$ cat config.mk
export PLATFORM = sky130hd
export DESIGN_NAME = multi_cycle_controller
export DESIGN_NICKNAME = d
export VERILOG_FILES = /design/src/rtl/multi_cycle_controller_pkg.sv /design/src/rtl/multi_cycle_controller_decode.sv /design/src/rtl/multi_cycle_controller.sv
export SDC_FILE = /design/constraint.sdc
export NUM_CORES = 1
export LEC_CHECK = 0
export BUFFER_PORTS_ARGS = -buffer_cell sky130_fd_sc_hd__buf_2
export CORE_AREA = 2 2 63 95
export DETAILED_ROUTE_END_ITERATION = 12
export DIE_AREA = 0 0 65 97
export PLACE_DENSITY = 0.69
export SLEW_MARGIN = 20
export SYNTH_ARGS = -nofsm -noshare
export SYNTH_HDL_FRONTEND = slang
export SYNTH_SLANG_ARGS = --single-unit
$ cat constraint.sdc
create_clock -name clk -period 4.9 [get_ports clk]
set_input_delay 0.49 -clock clk [delete_from_list [all_inputs] [get_ports clk]]
set_output_delay 0.49 -clock clk [all_outputs]
set_load 0.02 [all_outputs]
$ cat src/rtl/multi_cycle_controller_pkg.sv
// Shared definitions for the multi-cycle controller.
// Contents: FSM state encodings, opcode/funct constants, ALUctr codes, the
// instruction-class enumeration and the class-to-ALUctr mapping.
package multi_cycle_controller_pkg;

  typedef enum logic [2:0] {
    StIf  = 3'd0,
    StId  = 3'd1,
    StEx  = 3'd2,
    StMem = 3'd3,
    StWb  = 3'd4,
    StErr = 3'd7
  } state_e;

  localparam logic [5:0] OpRtype  = 6'h00;
  localparam logic [5:0] OpOri    = 6'h0d;
  localparam logic [5:0] OpLw     = 6'h23;
  localparam logic [5:0] OpSw     = 6'h2b;
  localparam logic [5:0] OpBeq    = 6'h04;
  localparam logic [5:0] FunctAdd = 6'h20;
  localparam logic [5:0] FunctSub = 6'h22;

  localparam logic [2:0] AluIdle = 3'b000;
  localparam logic [2:0] AluAdd  = 3'b010;
  localparam logic [2:0] AluSub  = 3'b110;
  localparam logic [2:0] AluOr   = 3'b001;

  typedef enum logic [2:0] {
    ClsNone,
    ClsAdd,
    ClsSub,
    ClsOri,
    ClsLw,
    ClsSw,
    ClsBeq
  } cls_e;

  // lw/sw add the offset to the base; beq compares by subtraction.
  function automatic logic [2:0] alu_ctr(cls_e cls);
    logic [2:0] ctr;
    ctr = AluIdle;
    case (cls)
      ClsAdd, ClsLw, ClsSw: ctr = AluAdd;
      ClsSub, ClsBeq:       ctr = AluSub;
      ClsOri:               ctr = AluOr;
      default:              ctr = AluIdle;
    endcase
    return ctr;
  endfunction

endpackage

$ cat src/rtl/multi_cycle_controller_decode.sv
// mc_decode: combinational instruction decoder.
// Ports:
//   opcode  in  6  instruction opcode
//   funct   in  6  R-type function field
//   cls     out    decoded instruction class (ClsNone when unsupported)
//   illegal out 1  instruction is not supported
module mc_decode
  import multi_cycle_controller_pkg::*;
(
  input  logic [5:0] opcode,
  input  logic [5:0] funct,
  output cls_e       cls,
  output logic       illegal
);

  always_comb begin
    cls = ClsNone;
    case (opcode)
      OpRtype: begin
        if (funct == FunctAdd) begin
          cls = ClsAdd;
        end else if (funct == FunctSub) begin
          cls = ClsSub;
        end
      end
      OpOri:   cls = ClsOri;
      OpLw:    cls = ClsLw;
      OpSw:    cls = ClsSw;
      OpBeq:   cls = ClsBeq;
      default: cls = ClsNone;
    endcase
    illegal = (cls == ClsNone);
  end

endmodule

$ cat src/rtl/multi_cycle_controller.sv
// Multi-cycle datapath controller (IF/ID/EX/MEM/WB) with memory-wait timeout,
// retired-instruction counter and sticky error state.
// Ports:
//   clk, rst            clock, asynchronous active-high reset
//   opcode, funct       instruction fields from the external IR
//   zero                ALU zero flag (used by beq in EX)
//   mem_ready           data-memory completion, sampled only in MEM
//   PCWr, IRWr, nPC_sel, RegWr, RegDst, ExtOp, ALUSrc, MemtoReg, ALUctr,
//   MemRd, MemWr        datapath controls
//   retire, instret     retire pulse and retired-instruction count
//   illegal, err        unsupported-instruction pulse, sticky timeout error
//   state               current FSM state
module multi_cycle_controller
  import multi_cycle_controller_pkg::*;
#(
  parameter int unsigned MEM_TIMEOUT = 16,
  parameter int unsigned CNT_W       = 32
) (
  input  logic             clk,
  input  logic             rst,
  input  logic [5:0]       opcode,
  input  logic [5:0]       funct,
  input  logic             zero,
  input  logic             mem_ready,
  output logic             PCWr,
  output logic             IRWr,
  output logic             nPC_sel,
  output logic             RegWr,
  output logic             RegDst,
  output logic             ExtOp,
  output logic             ALUSrc,
  output logic             MemtoReg,
  output logic [2:0]       ALUctr,
  output logic             MemRd,
  output logic             MemWr,
  output logic             retire,
  output logic [CNT_W-1:0] instret,
  output logic             illegal,
  output logic             err,
  output logic [2:0]       state
);

  // Counter holds 0..MEM_TIMEOUT-1: value k-1 during the k-th MEM cycle.
  localparam int unsigned WaitW = (MEM_TIMEOUT > 1) ? $clog2(MEM_TIMEOUT) : 1;
  localparam logic [WaitW-1:0] WaitLast = WaitW'(MEM_TIMEOUT - 1);

  state_e             state_q;
  cls_e               cls_q;
  logic [WaitW-1:0]   wait_q;
  logic [CNT_W-1:0]   instret_q;
  logic               err_q;

  cls_e               dec_cls;
  logic               dec_illegal;

  mc_decode u_decode (
    .opcode  (opcode),
    .funct   (funct),
    .cls     (dec_cls),
    .illegal (dec_illegal)
  );

  always_ff @(posedge clk or posedge rst) begin
    if (rst) begin
      state_q   <= StIf;
      cls_q     <= ClsNone;
      wait_q    <= '0;
      instret_q <= '0;
      err_q     <= 1'b0;
    end else begin
      if (retire) begin
        instret_q <= instret_q + CNT_W'(1);
      end
      case (state_q)
        StIf: state_q <= StId;
        StId: begin
          cls_q   <= dec_cls;
          state_q <= dec_illegal ? StIf : StEx;
        end
        StEx: begin
          case (cls_q)
            ClsLw, ClsSw: begin
              state_q <= StMem;
              wait_q  <= '0;
            end
            ClsBeq:  state_q <= StIf;
            default: state_q <= StWb;
          endcase
        end
        StMem: begin
          if (mem_ready) begin
            state_q <= (cls_q == ClsLw) ? StWb : StIf;
          end else if (wait_q == WaitLast) begin
            state_q <= StErr;
            err_q   <= 1'b1;
          end else begin
            wait_q <= wait_q + WaitW'(1);
          end
        end
        StWb:    state_q <= StIf;
        StErr:   state_q <= StErr;
        default: state_q <= StIf;
      endcase
    end
  end

  // Controls decode from state plus latched class; ID uses the live decoder
  // because the class is only captured at the end of ID.
  always_comb begin
    PCWr     = 1'b0;
    IRWr     = 1'b0;
    nPC_sel  = 1'b0;
    RegWr    = 1'b0;
    RegDst   = 1'b0;
    ExtOp    = 1'b0;
    ALUSrc   = 1'b0;
    MemtoReg = 1'b0;
    ALUctr   = AluIdle;
    MemRd    = 1'b0;
    MemWr    = 1'b0;
    retire   = 1'b0;
    illegal  = 1'b0;
    if (!rst) begin
      if (state_q inside {StEx, StMem, StWb}) begin
        ALUctr = alu_ctr(cls_q);
        ExtOp  = cls_q inside {ClsLw, ClsSw};
        ALUSrc = cls_q inside {ClsOri, ClsLw, ClsSw};
      end
      case (state_q)
        StIf: IRWr = 1'b1;
        StId: begin
          if (dec_illegal) begin
            illegal = 1'b1;
            PCWr    = 1'b1;
          end
        end
        StEx: begin
          if (cls_q == ClsBeq) begin
            PCWr    = 1'b1;
            nPC_sel = zero;
            retire  = 1'b1;
          end
        end
        StMem: begin
          MemRd = (cls_q == ClsLw);
          MemWr = (cls_q == ClsSw);
          if (mem_ready && cls_q == ClsSw) begin
            PCWr   = 1'b1;
            retire = 1'b1;
          end
        end
        StWb: begin
          RegWr    = 1'b1;
          RegDst   = cls_q inside {ClsAdd, ClsSub};
          MemtoReg = (cls_q == ClsLw);
          PCWr     = 1'b1;
          retire   = 1'b1;
        end
        default: ;
      endcase
    end
  end

  assign instret = instret_q;
  assign err     = err_q;
  assign state   = state_q;

endmodule

# Word-level counts from Yosys, hierarchy flattened
# Cells that the tools add are included.
dict set report classes {
  addsub 2
  multipliers 0
  div 0
  n_lt_le_gt_ge 0
  n_eq_ne 22
  n_shift 0
  mux 44
  bitwise 1
  reduce_logical 14
}
# operator n
set ops {}
lappend ops {{adder 32 x 1 -> 32 bit, second input constant} 1}
lappend ops {{case mux 3 bit (5 select lines)} 2}
lappend ops {{two-way mux 1 bit} 26}
lappend ops {{== test 6 bit, second input constant} 4}
lappend ops {{two-way mux 3 bit} 6}
lappend ops {{== test 3 bit, second input constant} 5}
lappend ops {{== test 3 x 2 -> 1 bit, second input constant} 4}
lappend ops {{two-way mux 4 bit} 3}
lappend ops {{case mux 3 bit (3 select lines)} 1}
lappend ops {{case mux 4 bit (2 select lines)} 1}
lappend ops {{== test 3 x 1 -> 1 bit, second input constant} 2}
lappend ops {{== test 6 x 3 -> 1 bit, second input constant} 1}
lappend ops {{== test 6 x 4 -> 1 bit, second input constant} 1}
lappend ops {{zero test 3 bit} 2}
lappend ops {{zero test 6 bit} 1}
lappend ops {{case mux 3 bit (2 select lines)} 1}
lappend ops {{nonzero test 2 bit} 3}
lappend ops {{nonzero test 3 bit} 2}
lappend ops {{adder 4 x 1 -> 4 bit, second input constant} 1}
lappend ops {{== test 4 bit, second input constant} 1}
lappend ops {{two-way mux 2 bit} 2}
lappend ops {{inequality test 2 bit, second input constant} 2}
lappend ops {{case mux 1 bit (4 select lines)} 1}
lappend ops {{AND reduction 4 bit} 1}
lappend ops {{8 further kinds} 9}
dict set report totals {
  regBits 43
  latch_bits 0
  ramBits 0
  mem_bits_ro 0
  inputBits 16
  out_inout_bits 51
  wordCells 88
  n_memories 0
}

# Longest topological paths before layout
# Gate-level depths: netlist of run 1.
dict set report logic_depth {
  depth_word 8
  ltp_mapped 8
  depth_no_buf 7
}

# Cells and area by module
# From an unflattened synthesis of run 1, not the netlist that was laid out.
dict set report unflattened {
  hier_cells 248
  area_unflattened_um2 2503.7
}
# mod instances cells_per_inst area_per_inst_um2 seq_area_each_um2
set by_module_without_submodules {}
lappend by_module_without_submodules {multi_cycle_controller 1 229 2378.5 1076.0}
lappend by_module_without_submodules {mc_decode 1 19 125.1 0.0}

# Least setup slack after synthesis of run 1
# OpenSTA, ideal clock, no wires.
dict set report synth_path {
  path_kind {input to output}
  start {input rst}
  end {output ALUSrc}
  t_arrival_ps 2719
  required_time_ps 4410
  slack_ps 1691
  cell_stages 4
  path_buffers 0
  path_cell_list {inv_1 > o21ai_0 > nor3_1 > or2_2}
}
dict set report synth_via {
  elab_chain_cells 1
}
# element line_no
set synth_lines {}
lappend synth_lines {{start: declaration} multi_cycle_controller.sv:20} ;# input logic rst,
lappend synth_lines {{two-way mux 1 bit} multi_cycle_controller.sv:123} ;# if (!rst) begin
lappend synth_lines {{end: declaration} multi_cycle_controller.sv:31} ;# output logic ALUSrc,
# No other way between the ends.

# Final worst setup path of run 1
dict set report layout_path {
  start {register state_q[0], in the netlist state[0]}
  end {output PCWr}
}
dict set report layout_via {
  elab_chain_cells 3
  elab_cells_between_ends 6
  classes_between {eq/ne (4); mux (2)}
}
# element line_no
set layout_lines {}
lappend layout_lines {{start: declaration} multi_cycle_controller.sv:47} ;# state_e state_q;
lappend layout_lines {{start signal: assignment} multi_cycle_controller.sv:65} ;# state_q <= StIf;
lappend layout_lines {{start signal: assignment} multi_cycle_controller.sv:75} ;# StIf: state_q <= StId;
lappend layout_lines {{start signal: assignment} multi_cycle_controller.sv:78} ;# state_q <= dec_illegal ? StIf : StEx;
lappend layout_lines {{== test 3 bit, or another cell as far along} multi_cycle_controller.sv:129} ;# case (state_q)
lappend layout_lines {{case mux 1 bit (4 select lines) (*)} multi_cycle_controller.sv:129}
lappend layout_lines {{two-way mux 1 bit (*)} multi_cycle_controller.sv:123}
lappend layout_lines {{end: declaration} multi_cycle_controller.sv:25} ;# output logic PCWr,
# Mark *: on every way between the ends. The rest lies on a longest branch, timed or not.

==> impl_summary.log, run 1 <==
INFO  metric run_status = complete, no violations
INFO  metric worstReg2RegEnd = instret[10]
INFO  metric clk-insertion-delay-late = 0.29 ns
INFO  metric synth_nets = around 260
INFO  metric grt_start_max_net_pins = 46
INFO  metric syn_avg_cell_area = ~10 um2
INFO  metric wl_per_cell = between 10 and 15 um
INFO  metric clk_transition_reported_paths = about 0.080 ns
INFO  metric critical_path.reg2reg.startpoint = state[0]
INFO  metric timing.final.setup_violations = 0
INFO  metric power.density = 286 mW/mm2
INFO  metric coreArea = around 0.0054 mm2
INFO  metric fin_nets = about 320
INFO  metric relSlewSlack = a little over three fifths
INFO  metric timing_max_transition_violations_final = 0
INFO  metric drive_gt1_share = between 20% and 30%
INFO  metric post_dp_cell_area = 0.00277 mm2
INFO  metric cts_resized = 0
INFO  metric root_buffer = sky130_fd_sc_hd__clkbuf_8
INFO  metric die_h = roughly 97 um
INFO  metric postCtsSetupRepairBufs = 0
INFO  metric clk_path_buf_depth = 2
INFO  metric final_area = 0.00285 mm2
INFO  metric dp_hpwl = roughly 3.9 mm
INFO  metric synth_cell_types = 49
INFO  metric first_global_vias = just under 2,000
INFO  metric drv.max_cap_violation_count = 0
INFO  metric layout_commonest_cell = sky130_fd_sc_hd__buf_2
INFO  metric grt_first_pass_wirelength = roughly 9.2 mm
INFO  metric overall_die_width = roughly 65 um
INFO  metric cp_data_required_time = about 4.4 ns
INFO  metric timing.clock.skew = around 0.010 ns
INFO  metric grt_antenna_before_repair = 0
INFO  metric htreeDepth = 2
INFO  metric numCtsBuffers = 5
INFO  metric globalplace.congestion = between 0.7 and 0.8
INFO  metric port-buffer-count = 66
INFO  metric preCtsSetupSlack = between 2 and 2.5 ns
INFO  metric hold_path.class = in -> async
INFO  metric count_of_hold_buffers_inserted_by_post_cts_repair = 0
INFO  metric r2r_cells = 5
INFO  metric placement_rows = 33
INFO  metric path_max_fanout = 17
INFO  metric fmaxAchievable = ~360 MHz
INFO  metric cts_sinks = between 40 and 50
INFO  metric remaining_drc_errors = 0
INFO  metric max_slew.worst_pin.slew = approximately 0.56 ns
INFO  metric ir_worst_vdd = about 190 uV
INFO  metric rsz0062_at_grt = no
INFO  metric most-common-layout-cells = 66 x sky130_fd_sc_hd__buf_2, 43 x sky130_fd_sc_hd__dfrtp_1, 23 x sky130_fd_sc_hd__xnor2_1, 19 x sky130_fd_sc_hd__nand2_1, 15 x sky130_fd_sc_hd__nand4_1
INFO  metric final_period_utilization = between 50 and 60%
INFO  metric fill_cells = 514
INFO  metric hold_viol = 0
INFO  metric yosysSeqAreaShare = between 40% and 50%
INFO  metric fin_tns_setup = 0 ns
INFO  metric power.static_leakage = between 1 and 1.5 nW
INFO  metric post_synth_instance_area = about 0.0024 mm2
INFO  metric via_count_normalized_by_instance_count = 5.44
INFO  metric detailedRoute.firstIterationViolations = 112
INFO  metric worst-endpoint-arrival = approximately 2.3 ns
INFO  metric postLayoutSetupSlackWorst = 2.15 ns
INFO  metric area.growth.synth_to_final = 19.4%
INFO  metric vias = around 2,000
INFO  metric cts_tree = yes
INFO  metric setup.worst_path.end_class = primary output
INFO  metric start_util = between 40% and 50%
INFO  metric setup.reg_to_reg.worst_slack = between 2 and 3 ns
INFO  metric globalRouteOverflowTotal = 0
INFO  metric critical_path_class = reg -> out
INFO  metric end_of_flow_core_utilization = between 50% and 60%
INFO  metric critPathLaunchType = flop
INFO  metric num_antenna_cells = 0
INFO  metric drt.antenna.violating_nets = 0
INFO  metric grt_usage = about 18%
INFO  metric router_iterations_before_antenna_repair = 4
INFO  metric finalCriticalPeriod = between 2 and 3 ns
INFO  metric dieArea = 0.00631 mm2
INFO  metric ys_ff_latch = 43
INFO  metric setup.worst_path.start = state[0]
INFO  metric syn-instance-count = between 200 and 250
INFO  metric drt-total-wl = between 5 and 6 mm
INFO  metric io_pins = 67
INFO  metric synthesis.yosys.warnings = 0
-- worst max path at each step --
stage / end / slack (ns)
3_3_place_gp: PCWr / 2.19
3_5_place_dp: PCWr / 2.14
6_report: PCWr / 2.15
5_1_grt: PCWr / 1.96
2_1_floorplan: ALUSrc / 1.69
4_1_cts: PCWr / 2.13
-- Yosys cell counts, drive strengths merged --
master  count  area [um2]
and4        6        52.6
o2111a      2        23.8
clkbuf      5        18.8
a211o       2        17.5
o31ai       2        15.0
buf         5        30.0
or3b        1        8.76
o21a        1        7.51
nor3b       7        62.6
a211oi      1        7.51
nor4        4        37.5
and4b       1        10.0
o21ai       7        38.8
and4bb      1        12.5
a41o        2        20.0
a41oi       1        16.3
and2b       1        7.51
and2        5        31.3
nand2b      3        18.8
xor2       10        87.6
o221ai      1        8.76
dfrtp      43        1080
nand2      19        71.3
xnor2      23         201
nor2       12        47.6
inv         7        26.3
nand3      14        70.1
or2         2        12.5
nor2b       2        12.5
nand4      15        93.8
a21oi       6        33.8
and3        7        43.8
mux2        3        33.8
a22o        4        35.0
nor4b       1        8.76
a31oi       1        6.26
nor3       10        50.1
a21boi      1        7.51
ha          2        25.0
-- registers in the layout (all words and copies together), names as in the netlist --
signal	cells
err	1
wait_q	4
cls_q	3
instret	32
state	3
-- where the power goes --
group	internal [mW]	leakage [nW]	switching [mW]	total, mW
Clock	0.111	0.0470	0.115	0.225
Combinational	0.0685	0.819	0.101	0.170
Sequential	0.375	0.576	0.0466	0.422
Total	0.554	1.44	0.263	0.817
-- critical path: stages, from the launching register on --
cell and delay [ns]:
sky130_fd_sc_hd__dfrtp_1 0.67, sky130_fd_sc_hd__nor3b_2 0.10, sky130_fd_sc_hd__nand2_1 0.14, sky130_fd_sc_hd__inv_2 0.06, sky130_fd_sc_hd__a41oi_2 0.22, sky130_fd_sc_hd__nand2_1 0.31, sky130_fd_sc_hd__or2_1 0.31, sky130_fd_sc_hd__buf_2 0.15
-- kinds of logic after synthesis --
family                     after synthesis  share of synthesized area (%)
adders and majority gates                2                           1.05
AOI/OAI and AO/OA                       31                           9.95
DFF                                     43                           45.0
xor gates and xnor gates                33                           12.1
buffers and inverters                   17                           3.14
and+or+nand+nor                        111                           27.3
muxes                                    3                           1.41
-- metal layers --
layer | global-route usage, % | vias to the layer above | share of wire (%)
met2 | 30.2 | 61 | 50
met4 | 6.22 | 0 | 1.5
met3 | 3.26 | 6 | 5.1
met1 | 22.9 | 976 | 43
li1 | - | 992 | -
met5 | 0 | - | 0
-- layout make-up --
class	count	area, um2	share of cell area, %
flip-flops and latches	43	1080	37.7
multi-input cells	180	1240	43.4
clock inverters	1	5.00	0.175
repair buffers	67	338	11.8
clock buffers	6	82.6	2.89
inverters	7	26.3	0.921
well taps	70	87.6	3.07
-- stage by stage --
| step | power (mW) | hold WS, ns | cells |
|---|---|---|---|
| finish | 0.817 | 0.352 | 374 |
| detailed placement | 0.600 | 0.456 | 367 |
| floorplan | 0.546 | 0.523 | 240 |
| CTS | 0.825 | 0.380 | 374 |
| global route | 0.865 | 0.417 | 374 |
| global placement | 0.598 | 0.456 | 367 |
No activity file was read; power rests on OpenSTA's default activity.
==> inputs of run 2 (changes only) <==
==> constraint.sdc (replaced) <==
create_clock -name clk -period 2.6 [get_ports clk]
set_input_delay 0.26 -clock clk [delete_from_list [all_inputs] [get_ports clk]]
set_output_delay 0.26 -clock clk [all_outputs]
set_load 0.02 [all_outputs]
==> run 2 against run 1 <==
Critical path depth down 3. Worst hold slack lost 0.18 ns. Clock power increased by 88%. Power up 90%. Final cell count rose by 0.53%. Setup slack got worse by 1.9 ns. Critical path type unchanged. Utilization increased by 0.23 points. Via count increased by 0.25%. Largest power group unchanged. Count of clock-buffer cells in the layout is the same. Final area increased by 0.44%.
==> impl_summary.log, run 2 (same netlist as run 1, synthesis figures left out) <==
INFO  metric overall_die_width = 65 um
INFO  metric cts_sinks = 43
INFO  metric drt-total-wl = about 5.4 mm
INFO  metric timing_max_transition_violations_final = 0
INFO  metric drv.max_cap_violation_count = 0
INFO  metric root_buffer = sky130_fd_sc_hd__clkbuf_8
INFO  metric grt_first_pass_wirelength = roughly 9 mm
INFO  metric ir_worst_vdd = 456 uV
INFO  metric run_status = complete, no violations
INFO  metric detailedRoute.firstIterationViolations = between 100 and 150
INFO  metric ff_latch_area = about 0.0011 mm2
INFO  metric layout_commonest_cell = sky130_fd_sc_hd__buf_2
INFO  metric start_util = approximately 44%
INFO  metric timing.final.setup_violations = 0
INFO  metric cp_data_required_time = around 2.3 ns
INFO  metric rsz0062_at_grt = no
INFO  metric clk_transition_reported_paths = about 0.080 ns
INFO  metric fin_tns_setup = 0 ns
INFO  metric router_iterations_before_antenna_repair = 4
INFO  metric coreArea = 0.00541 mm2
INFO  metric most-common-layout-cells = 66 x sky130_fd_sc_hd__buf_2, 42 x sky130_fd_sc_hd__dfrtp_1, 23 x sky130_fd_sc_hd__xnor2_1, 18 x sky130_fd_sc_hd__nand2_1, 15 x sky130_fd_sc_hd__nand4_1
INFO  metric dp_hpwl = 4.05 mm
INFO  metric power.density = about 540 mW/mm2
INFO  metric hold_path.class = in -> async
INFO  metric placedCellCount = 368
INFO  metric preCtsSetupSlack = between 0.4 and 0.5 ns
INFO  metric critPathLaunchType = flop
INFO  metric globalRouteOverflowTotal = 0
INFO  metric finalNonFillerCells = about 380
INFO  metric path_max_fanout = 12
INFO  metric area.growth.synth_to_final = 20.0%
INFO  metric grt_usage = between 10% and 20%
INFO  metric io_pins = 67
INFO  metric worst-endpoint-arrival = 2.08 ns
INFO  metric placement_rows = 33
INFO  metric remaining_drc_errors = 0
INFO  metric clk_path_buf_depth = 2
INFO  metric finalCriticalPeriod = roughly 2.3 ns
INFO  metric drt.antenna.violating_nets = 0
INFO  metric fill_cells = a little over 500
INFO  metric timing.clock.skew = between 0.006 and 0.007 ns
INFO  metric wl_per_cell = around 14 um
INFO  metric hold_viol = 0
INFO  metric drive_gt1_share = 29.7%
INFO  metric num_antenna_cells = 0
INFO  metric relSlewSlack = approximately 63%
INFO  metric setup.worst_path.end_class = primary output
INFO  metric fmaxAchievable = about 430 MHz
INFO  metric max_slew.worst_pin.slew = ~0.55 ns
INFO  metric grt_start_max_net_pins = 44
INFO  metric count_of_hold_buffers_inserted_by_post_cts_repair = 0
INFO  metric die_h = ~97 um
INFO  metric port-buffer-count = 66
INFO  metric number_of_flip_flops_in_the_largest_register = 32
INFO  metric globalplace.congestion = slightly above 0.8
INFO  metric numCtsBuffers = 5
INFO  metric first_global_vias = between 1,500 and 2,000
INFO  metric via_count_normalized_by_instance_count = roughly 5.4
INFO  metric grt_antenna_before_repair = 0
INFO  metric fin_nets = ~320
INFO  metric postLayoutSetupSlackWorst = about 0.26 ns
INFO  metric power.static_leakage = between 1 and 1.5 nW
INFO  metric multiInputGateArea = approximately 0.0012 mm2
INFO  metric clk-insertion-delay-late = around 0.30 ns
INFO  metric vias = 2,040
INFO  metric htreeDepth = 2
INFO  metric critical_path_class = reg -> out
INFO  metric cts_tree = yes
INFO  metric dieArea = 0.00631 mm2
INFO  metric final_period_utilization = between 80% and 90%
run 2: cell types whose count changed in the layout (fill, tap and decap cells not counted), sizes merged:
| cell | previous run | this run |
|---|---|---|
| clkinvlp | 0 | 2 |
| buf | 67 | 68 |
| clkinv | 2 | 1 |
run 2: power by group:
| group | total [mW] | switching [mW] | internal [mW] |
|---|---|---|---|
| combinational | 0.347 | 0.208 | 0.139 |
| sequential | 0.783 | 0.0756 | 0.708 |
| clock | 0.423 | 0.235 | 0.188 |
run 2: final timing paths:
| check | startpoint | to | slack [ns] | depth (start not counted) |
|---|---|---|---|---|
| setup / recovery | state[0] | PCWr | 0.26 | 4 |
| hold / removal | rst | state[2] | 0.17 | 3 |
| setup reg to reg | state[2] | instret[10] | 0.57 | 7 |
| hold reg to reg | err | err | 0.47 | 1 |
| max in group asynchronous | rst | state[1] | 2.03 | 3 |
| min in group clk | opcode[4] | cls_q[2] | 0.21 | 2 |
run 2: cell type report:
type                            count  share of cell area (%)
Clock buffer                        6                    2.53
Clock inverter                      2                   0.437
Inverter                            7                    1.05
Multi-Input combinational cell    180                    43.3
Sequential cell                    43                    37.6
Tap cell                           70                    3.06
Timing Repair Buffer               68                    12.1
run 2: critical path, stage by stage (launching register included):
cell and delay [ns]:
sky130_fd_sc_hd__dfrtp_1 0.57, sky130_fd_sc_hd__or3b_1 0.52, sky130_fd_sc_hd__nor3_1 0.39, sky130_fd_sc_hd__or2_1 0.15, sky130_fd_sc_hd__buf_2 0.15
run 2: timing repair:
action | in CTS | in global routing
buffers inserted | 0 | 0
resized for setup | 0 | 2
endpoints found under the setup margin | 0 | 1
run 2: per-stage QoR:
stage               power (mW)  hold WS (ns)  instance area, um2  util, %
finish                    1.55         0.171                2870     53.0
global route              1.63         0.206                2870     53.0
CTS                       1.57         0.192                2860     52.9
detailed placement        1.15         0.462                2780     51.3
global placement          1.14         0.454                2780     51.3
floorplan                 1.03         0.265                2390        -
run 2: per-layer routing:
layer,wire (um),GRT usage (%),part of all wire [%]
met2,2730,30.9,51
met3,268,3.14,5.0
met4,134,6.22,2.5
met1,2230,20.6,42
met5,0,0,0
